File: src/rtl/l1ram_arbiter_if.sv
// l1ram_arbiter_if
// Bundles the two requester command/response ports and the L1 RAM
// (32 x 96 simple dual-port, registered read) drive signals.
//
// Signals
//   a_valid/a_we/a_addr/a_wdata   requester A command
//   a_ready                       requester A command accepted this cycle
//   a_rvalid/a_rdata              requester A read response
//   b_*                           same set for requester B
//   ram_data/ram_wraddress/ram_wren   RAM write port
//   ram_rdaddress                 RAM read address
//   ram_q                         RAM registered read data
//
// Modports
//   slave   : the arbiter
//   master  : the environment (both requesters plus the RAM)
interface l1ram_arbiter_if #(
  parameter int DW = 96,
  parameter int AW = 5
);
  logic          a_valid;
  logic          a_ready;
  logic          a_we;
  logic [AW-1:0] a_addr;
  logic [DW-1:0] a_wdata;
  logic          a_rvalid;
  logic [DW-1:0] a_rdata;

  logic          b_valid;
  logic          b_ready;
  logic          b_we;
  logic [AW-1:0] b_addr;
  logic [DW-1:0] b_wdata;
  logic          b_rvalid;
  logic [DW-1:0] b_rdata;

  logic [DW-1:0] ram_data;
  logic [AW-1:0] ram_wraddress;
  logic          ram_wren;
  logic [AW-1:0] ram_rdaddress;
  logic [DW-1:0] ram_q;

  modport slave (
    input  a_valid, a_we, a_addr, a_wdata,
    output a_ready, a_rvalid, a_rdata,
    input  b_valid, b_we, b_addr, b_wdata,
    output b_ready, b_rvalid, b_rdata,
    output ram_data, ram_wraddress, ram_wren, ram_rdaddress,
    input  ram_q
  );

  modport master (
    output a_valid, a_we, a_addr, a_wdata,
    input  a_ready, a_rvalid, a_rdata,
    output b_valid, b_we, b_addr, b_wdata,
    input  b_ready, b_rvalid, b_rdata,
    input  ram_data, ram_wraddress, ram_wren, ram_rdaddress,
    output ram_q
  );
endinterface

File: src/rtl/l1ram_arbiter.sv
// l1ram_arbiter
// Two-requester arbiter in front of a simple dual-port L1 RAM. The RAM
// write port and read port each have their own round-robin arbiter, so
// a write from one requester and a read from the other can both be
// granted in the same cycle. Read data comes back on the owning
// requester's response port one cycle after the grant.
//
// Ports
//   clock   sole clock, rising edge
//   reset   asynchronous, active-high
//   bus     l1ram_arbiter_if.slave (requester A/B ports, RAM drive)
//
// Optional build macro
//   L1RAM_ARB_BYPASS_EN : a read and write granted in the same cycle to
//   the same address return the newly written data instead of ram_q.
module l1ram_arbiter #(
  parameter int DW = 96,
  parameter int AW = 5
) (
  input  logic             clock,
  input  logic             reset,
  l1ram_arbiter_if.slave   bus
);

  typedef enum logic {
    REQ_A = 1'b0,
    REQ_B = 1'b1
  } req_id_e;

  // Arbiter history: the requester that won the last two-way conflict.
  req_id_e wr_last_q, wr_last_d;
  req_id_e rd_last_q, rd_last_d;

  // Read response pipeline.
  logic    rsp_v_q, rsp_v_d;
  req_id_e rsp_id_q, rsp_id_d;

  // Read address holds its last value when there is no read grant.
  logic [AW-1:0] rd_addr_q, rd_addr_d;

  logic wr_cand_a, wr_cand_b, rd_cand_a, rd_cand_b;
  logic wr_gnt_a, wr_gnt_b, rd_gnt_a, rd_gnt_b;
  logic wr_gnt, rd_gnt;

  logic [AW-1:0] wr_addr;
  logic [DW-1:0] wr_data;
  logic [DW-1:0] rsp_data;

  // Candidates are masked by reset so ready stays low while it is held.
  always_comb begin
    wr_cand_a = bus.a_valid &  bus.a_we & ~reset;
    wr_cand_b = bus.b_valid &  bus.b_we & ~reset;
    rd_cand_a = bus.a_valid & ~bus.a_we & ~reset;
    rd_cand_b = bus.b_valid & ~bus.b_we & ~reset;
  end

  // Round-robin: with both candidates present, the one that did not win
  // the previous conflict gets the port.
  always_comb begin
    wr_gnt_a = wr_cand_a & (~wr_cand_b | (wr_last_q == REQ_B));
    wr_gnt_b = wr_cand_b & ~wr_gnt_a;
    rd_gnt_a = rd_cand_a & (~rd_cand_b | (rd_last_q == REQ_B));
    rd_gnt_b = rd_cand_b & ~rd_gnt_a;
    wr_gnt   = wr_gnt_a | wr_gnt_b;
    rd_gnt   = rd_gnt_a | rd_gnt_b;
  end

  // History only moves on a real conflict; a lone requester does not
  // change who wins the next contested cycle.
  always_comb begin
    wr_last_d = wr_last_q;
    rd_last_d = rd_last_q;
    if (wr_cand_a && wr_cand_b) begin
      wr_last_d = wr_gnt_b ? REQ_B : REQ_A;
    end
    if (rd_cand_a && rd_cand_b) begin
      rd_last_d = rd_gnt_b ? REQ_B : REQ_A;
    end
  end

  always_comb begin
    wr_addr = wr_gnt_b ? bus.b_addr  : bus.a_addr;
    wr_data = wr_gnt_b ? bus.b_wdata : bus.a_wdata;
  end

  always_comb begin
    rd_addr_d = rd_addr_q;
    if (rd_gnt_a) begin
      rd_addr_d = bus.a_addr;
    end else if (rd_gnt_b) begin
      rd_addr_d = bus.b_addr;
    end
  end

  always_comb begin
    rsp_v_d  = rd_gnt;
    rsp_id_d = rd_gnt_b ? REQ_B : REQ_A;
  end

  always_ff @(posedge clock or posedge reset) begin
    if (reset) begin
      wr_last_q <= REQ_B;
      rd_last_q <= REQ_B;
      rsp_v_q   <= 1'b0;
      rsp_id_q  <= REQ_A;
      rd_addr_q <= '0;
    end else begin
      wr_last_q <= wr_last_d;
      rd_last_q <= rd_last_d;
      rsp_v_q   <= rsp_v_d;
      rsp_id_q  <= rsp_id_d;
      rd_addr_q <= rd_addr_d;
    end
  end

`ifdef L1RAM_ARB_BYPASS_EN
  // Same-cycle read/write to one address: the RAM would return the old
  // word, so keep the write data and substitute it on the response.
  logic          byp_hit_q, byp_hit_d;
  logic [DW-1:0] byp_data_q, byp_data_d;

  always_comb begin
    byp_hit_d  = rd_gnt & wr_gnt & (rd_addr_d == wr_addr);
    byp_data_d = byp_hit_d ? wr_data : byp_data_q;
  end

  always_ff @(posedge clock or posedge reset) begin
    if (reset) begin
      byp_hit_q  <= 1'b0;
      byp_data_q <= '0;
    end else begin
      byp_hit_q  <= byp_hit_d;
      byp_data_q <= byp_data_d;
    end
  end

  always_comb begin
    rsp_data = byp_hit_q ? byp_data_q : bus.ram_q;
  end
`else
  always_comb begin
    rsp_data = bus.ram_q;
  end
`endif

  always_comb begin
    bus.a_ready       = wr_gnt_a | rd_gnt_a;
    bus.b_ready       = wr_gnt_b | rd_gnt_b;
    bus.ram_wren      = wr_gnt;
    bus.ram_wraddress = wr_addr;
    bus.ram_data      = wr_data;
    bus.ram_rdaddress = rd_addr_d;
    bus.a_rvalid      = rsp_v_q & (rsp_id_q == REQ_A);
    bus.b_rvalid      = rsp_v_q & (rsp_id_q == REQ_B);
    bus.a_rdata       = rsp_data;
    bus.b_rdata       = rsp_data;
  end

endmodule
File: src/flat_wrapper.sv
// flat-port wrapper written by rule: the top's interface ports become plain ports
module l1ram_arbiter_flat 
#(
  parameter int DW = 96,
  parameter int AW = 5
)
  (clock, reset, bus_a_valid, bus_a_we, bus_a_addr, bus_a_wdata, bus_a_ready, bus_a_rvalid, bus_a_rdata, bus_b_valid, bus_b_we, bus_b_addr, bus_b_wdata, bus_b_ready, bus_b_rvalid, bus_b_rdata, bus_ram_data, bus_ram_wraddress, bus_ram_wren, bus_ram_rdaddress, bus_ram_q);
  l1ram_arbiter_if #(.DW(DW), .AW(AW)) bus_i ();
  input  logic clock;
  input  logic reset;
  input wire logic [$bits(bus_i.a_valid)-1:0] bus_a_valid;
  input wire logic [$bits(bus_i.a_we)-1:0] bus_a_we;
  input wire logic [$bits(bus_i.a_addr)-1:0] bus_a_addr;
  input wire logic [$bits(bus_i.a_wdata)-1:0] bus_a_wdata;
  output wire logic [$bits(bus_i.a_ready)-1:0] bus_a_ready;
  output wire logic [$bits(bus_i.a_rvalid)-1:0] bus_a_rvalid;
  output wire logic [$bits(bus_i.a_rdata)-1:0] bus_a_rdata;
  input wire logic [$bits(bus_i.b_valid)-1:0] bus_b_valid;
  input wire logic [$bits(bus_i.b_we)-1:0] bus_b_we;
  input wire logic [$bits(bus_i.b_addr)-1:0] bus_b_addr;
  input wire logic [$bits(bus_i.b_wdata)-1:0] bus_b_wdata;
  output wire logic [$bits(bus_i.b_ready)-1:0] bus_b_ready;
  output wire logic [$bits(bus_i.b_rvalid)-1:0] bus_b_rvalid;
  output wire logic [$bits(bus_i.b_rdata)-1:0] bus_b_rdata;
  output wire logic [$bits(bus_i.ram_data)-1:0] bus_ram_data;
  output wire logic [$bits(bus_i.ram_wraddress)-1:0] bus_ram_wraddress;
  output wire logic [$bits(bus_i.ram_wren)-1:0] bus_ram_wren;
  output wire logic [$bits(bus_i.ram_rdaddress)-1:0] bus_ram_rdaddress;
  input wire logic [$bits(bus_i.ram_q)-1:0] bus_ram_q;
  assign bus_i.a_valid = bus_a_valid;
  assign bus_i.a_we = bus_a_we;
  assign bus_i.a_addr = bus_a_addr;
  assign bus_i.a_wdata = bus_a_wdata;
  assign bus_a_ready = bus_i.a_ready;
  assign bus_a_rvalid = bus_i.a_rvalid;
  assign bus_a_rdata = bus_i.a_rdata;
  assign bus_i.b_valid = bus_b_valid;
  assign bus_i.b_we = bus_b_we;
  assign bus_i.b_addr = bus_b_addr;
  assign bus_i.b_wdata = bus_b_wdata;
  assign bus_b_ready = bus_i.b_ready;
  assign bus_b_rvalid = bus_i.b_rvalid;
  assign bus_b_rdata = bus_i.b_rdata;
  assign bus_ram_data = bus_i.ram_data;
  assign bus_ram_wraddress = bus_i.ram_wraddress;
  assign bus_ram_wren = bus_i.ram_wren;
  assign bus_ram_rdaddress = bus_i.ram_rdaddress;
  assign bus_i.ram_q = bus_ram_q;
  l1ram_arbiter #(.DW(DW), .AW(AW)) u_core (.clock(clock), .reset(reset), .bus(bus_i));
endmodule
File: config.mk
export PLATFORM = sky130hd
export DESIGN_NAME = l1ram_arbiter_flat
export DESIGN_NICKNAME = d
export VERILOG_FILES = /design/src/rtl/l1ram_arbiter_if.sv /design/src/rtl/l1ram_arbiter.sv /design/src/flat_wrapper.sv
export SDC_FILE = /design/constraint.sdc
export NUM_CORES = 1
export LEC_CHECK = 0
export ABC_AREA = 1
export ABC_CLOCK_PERIOD_IN_PS = 4300
export CAP_MARGIN = 20
export CORE_AREA = 2 2 235 237
export DETAILED_ROUTE_END_ITERATION = 16
export DIE_AREA = 0 0 237 239
export PLACE_DENSITY = 0.41
export SETUP_SLACK_MARGIN = 0.3
export SYNTH_ARGS = -nofsm -noshare
export SYNTH_HDL_FRONTEND = slang
export SYNTH_SLANG_ARGS = --single-unit
File: constraint.sdc
create_clock -name clock -period 4.3 [get_ports clock]
set_clock_uncertainty 0.2 [all_clocks]
set_input_delay 0.86 -clock clock [delete_from_list [all_inputs] [get_ports clock]]
set_output_delay 0.86 -clock clock [all_outputs]
set_load 0.02 [all_outputs]
==> flow_summary.ini <==
[place]
place_ws_ns = 0.1938
place_area_um2 = 6028
port_buffers = 318
dp_cells = 1412
gp_congestion = 0.6812
dpl.hpwl_mm = 12.96

[final_layout]
area_growth_pct = 85.13
final_cells = 1418
final_cell_area_um2 = 6217
postLayoutCoreUtil = 0.1144
final_layout_size_suffix_gt1_frac = 0.04622
fillers = 6346
final_nets = 1019
num_antenna_cells = 0

[drt]
via_per_inst = 2.611
wl_per_cell_um = 10.95
topRoutingLayerUsed = met4
met3_length_mm = 2.243
num_vias = 3702
drt_iter0_markers = 69
ant_nets = 0
drtPass1Iterations = 4
finalWirelength_mm = 15.52
wl_met1_mm = 4.994
wl_met2_mm = 7.378
drc = 0

[yosys]
post-synth-top-count-cell = buf_4
synth_nets = 891
ys_async_sr_fraction = 1.000
synthCells = 587
yosysWarnings = 0
seq_area_frac_synth = 0.06781
syn_area_um2 = 3358
synth_edf_count = 0
avgSynthCellArea_um2 = 5.721
synth_area_leaders = buf_4 46%, nand2_1 14%, o21ai_1 14%, inv_1 13%, dfrtp_1 5.2%
synth_commonest_cells = 204 x buf_4, 123 x nand2_1, 114 x inv_1
ys_seq_elements = 9
synth_top_area_frac = 0.4560
yosysTopAreaCell = buf_4
synth_cell_types = 17
synth_ff_type = dfrtp_1

[die]
initial_core_util = 0.06180
design.core.area_um2 = 54340
row_count = 86
die_x_um = 237
die_height_um = 239
die-area_um2 = 56640
ios = 607

[setup_path]
worstPathRequired_ns = 3.24
cp-start-kind = input port
r2r-end = u_core.rd_addr_q[1]
path_class = input port to output port
setup.worst_path.end_class = output port
reg2reg_slack_ns = 2.92
reg2reg_depth = 6
regToRegStartpoint = u_core.rd_last_q
path_max_fanout = 28
worstPathArrival_ns = 2.98

[hold_path]
min_from = u_core.wr_last_q
min_path_type = flop to flop
hold_depth = 2
whs_endpoint = u_core.wr_last_q

[status]
status = completed

[pwr]
power.total_mw = 0.8810
p_leak_nw = 3.232
ir_worst_vdd_mv = 0.1118
p_per_area_nw_per_um2 = 141.7

[timing]
whs_ns = 0.3116
tightest_slew_ns = 0.3023
setup-tns-final_ns = 0
rsz0062_at_grt = true
hold_violations = 0
period_share = 0.9396
slew_violations = 0
relSlewSlack = 0.7993
setup_viol = 0
fmax_mhz = 247.5
timing.final.ws_setup_ns = 0.2599
period_minus_slack_ns = 4.040

[grt]
grt_pass1_wl_mm = 20.72
antenna_found_initial = 1
grt.overflow.total = 0
grt_max_degree = 56
grt_pass1_vias = 3560
track_usage = 0.04738

[clock_tree]
numCtsBuffers = 3
ctsHoldBuffers = 0
cts_tree = yes
clkTransAtPathRegs_ns = 0.04
clk_latency_ns = 0.24
htree_levels = 1
clockBufferDepth = 2
cts_sinks = 9
cts-root-buf = clkbuf_16

[flow_run]
cap_violations = 0
## power by group
part | total, mW | leakage (nW) | internal (mW) | switching, mW
clock network | 0.168 | 0.0409 | 0.123 | 0.0450
logic | 0.603 | 3.08 | 0.334 | 0.269
registers | 0.110 | 0.109 | 0.102 | 0.00778
total | 0.881 | 3.23 | 0.559 | 0.322
## cell usage in the layout (no fill, tap or decap), types with 7 or more instances in the layout
cell type	Yosys	final
dfrtp_1	7	7
dlymetal6s2s_1	0	47
dlygate4sd2_1	0	39
inv_1	114	114
nand2_1	123	123
o21ai_1	91	91
buf_4	204	15
clkdlybuf4s50_1	0	230
nand3_1	11	11
o21ai_0	15	15
## critical path, cell delays in order
cell	delay, ns
clkdlybuf4s50_1	0.53
nand3_2	0.16
o21bai_4	0.24
buf_12	0.22
buf_4	0.18
nand2_1	0.05
o21ai_1	0.07
clkdlybuf4s50_1	0.61
## layout make-up
type | count | area, um^2 | share of cell area
Clock buffer | 3 | 75.07 | 0.01207
Clock inverter | 1 | 5.005 | 0.0008050
Inverter | 115 | 431.7 | 0.06943
Sequential cell | 9 | 227.7 | 0.03663
Multi-Input combinational cell | 249 | 1127 | 0.1813
Timing Repair Buffer | 337 | 3470 | 0.5581
Tap cell | 704 | 880.8 | 0.1417
## kinds of logic after synthesis
family	share of synthesized area
and+or+nand+nor	0.1673
DFF	0.06781
AOI/OAI and AO/OA	0.1662
buffers and inverters	0.5987
## worst max path at each step
stage / cells after the start / from / slack [ns] / endpoint
after floorplan: 5 / reset / 1.20 / bus_ram_data[14]
after global placement: 8 / bus_a_we / 0.24 / bus_ram_data[38]
after detailed placement: 8 / bus_a_we / 0.19 / bus_ram_data[38]
after CTS: 8 / bus_a_we / 0.19 / bus_ram_data[38]
after global routing: 8 / bus_a_we / 0.12 / bus_ram_data[43]
final: 8 / bus_a_we / 0.26 / bus_ram_data[43]
## state kept, by name, indices dropped and copies added, names as in the netlist
register and cells:
u_core.rd_addr_q 5, u_core.rd_last_q 1, u_core.rsp_id_q 1, u_core.rsp_v_q 1, u_core.wr_last_q 1
## what timing repair did
action                     CTS  global route
setup buffers                0             1
gates cloned                 0             1
setup endpoints to repair   63            56
gates resized for setup     39            48
pin swaps                    0             1
## routing by layer
layer / vias up / global-route usage
li1: 1824 / -
met1: 1461 / 0.04381
met2: 338 / 0.08271
met3: 79 / 0.02425
met4: 0 / 0.03011
met5: - / 0
Power figures use the tool's default switching activity.
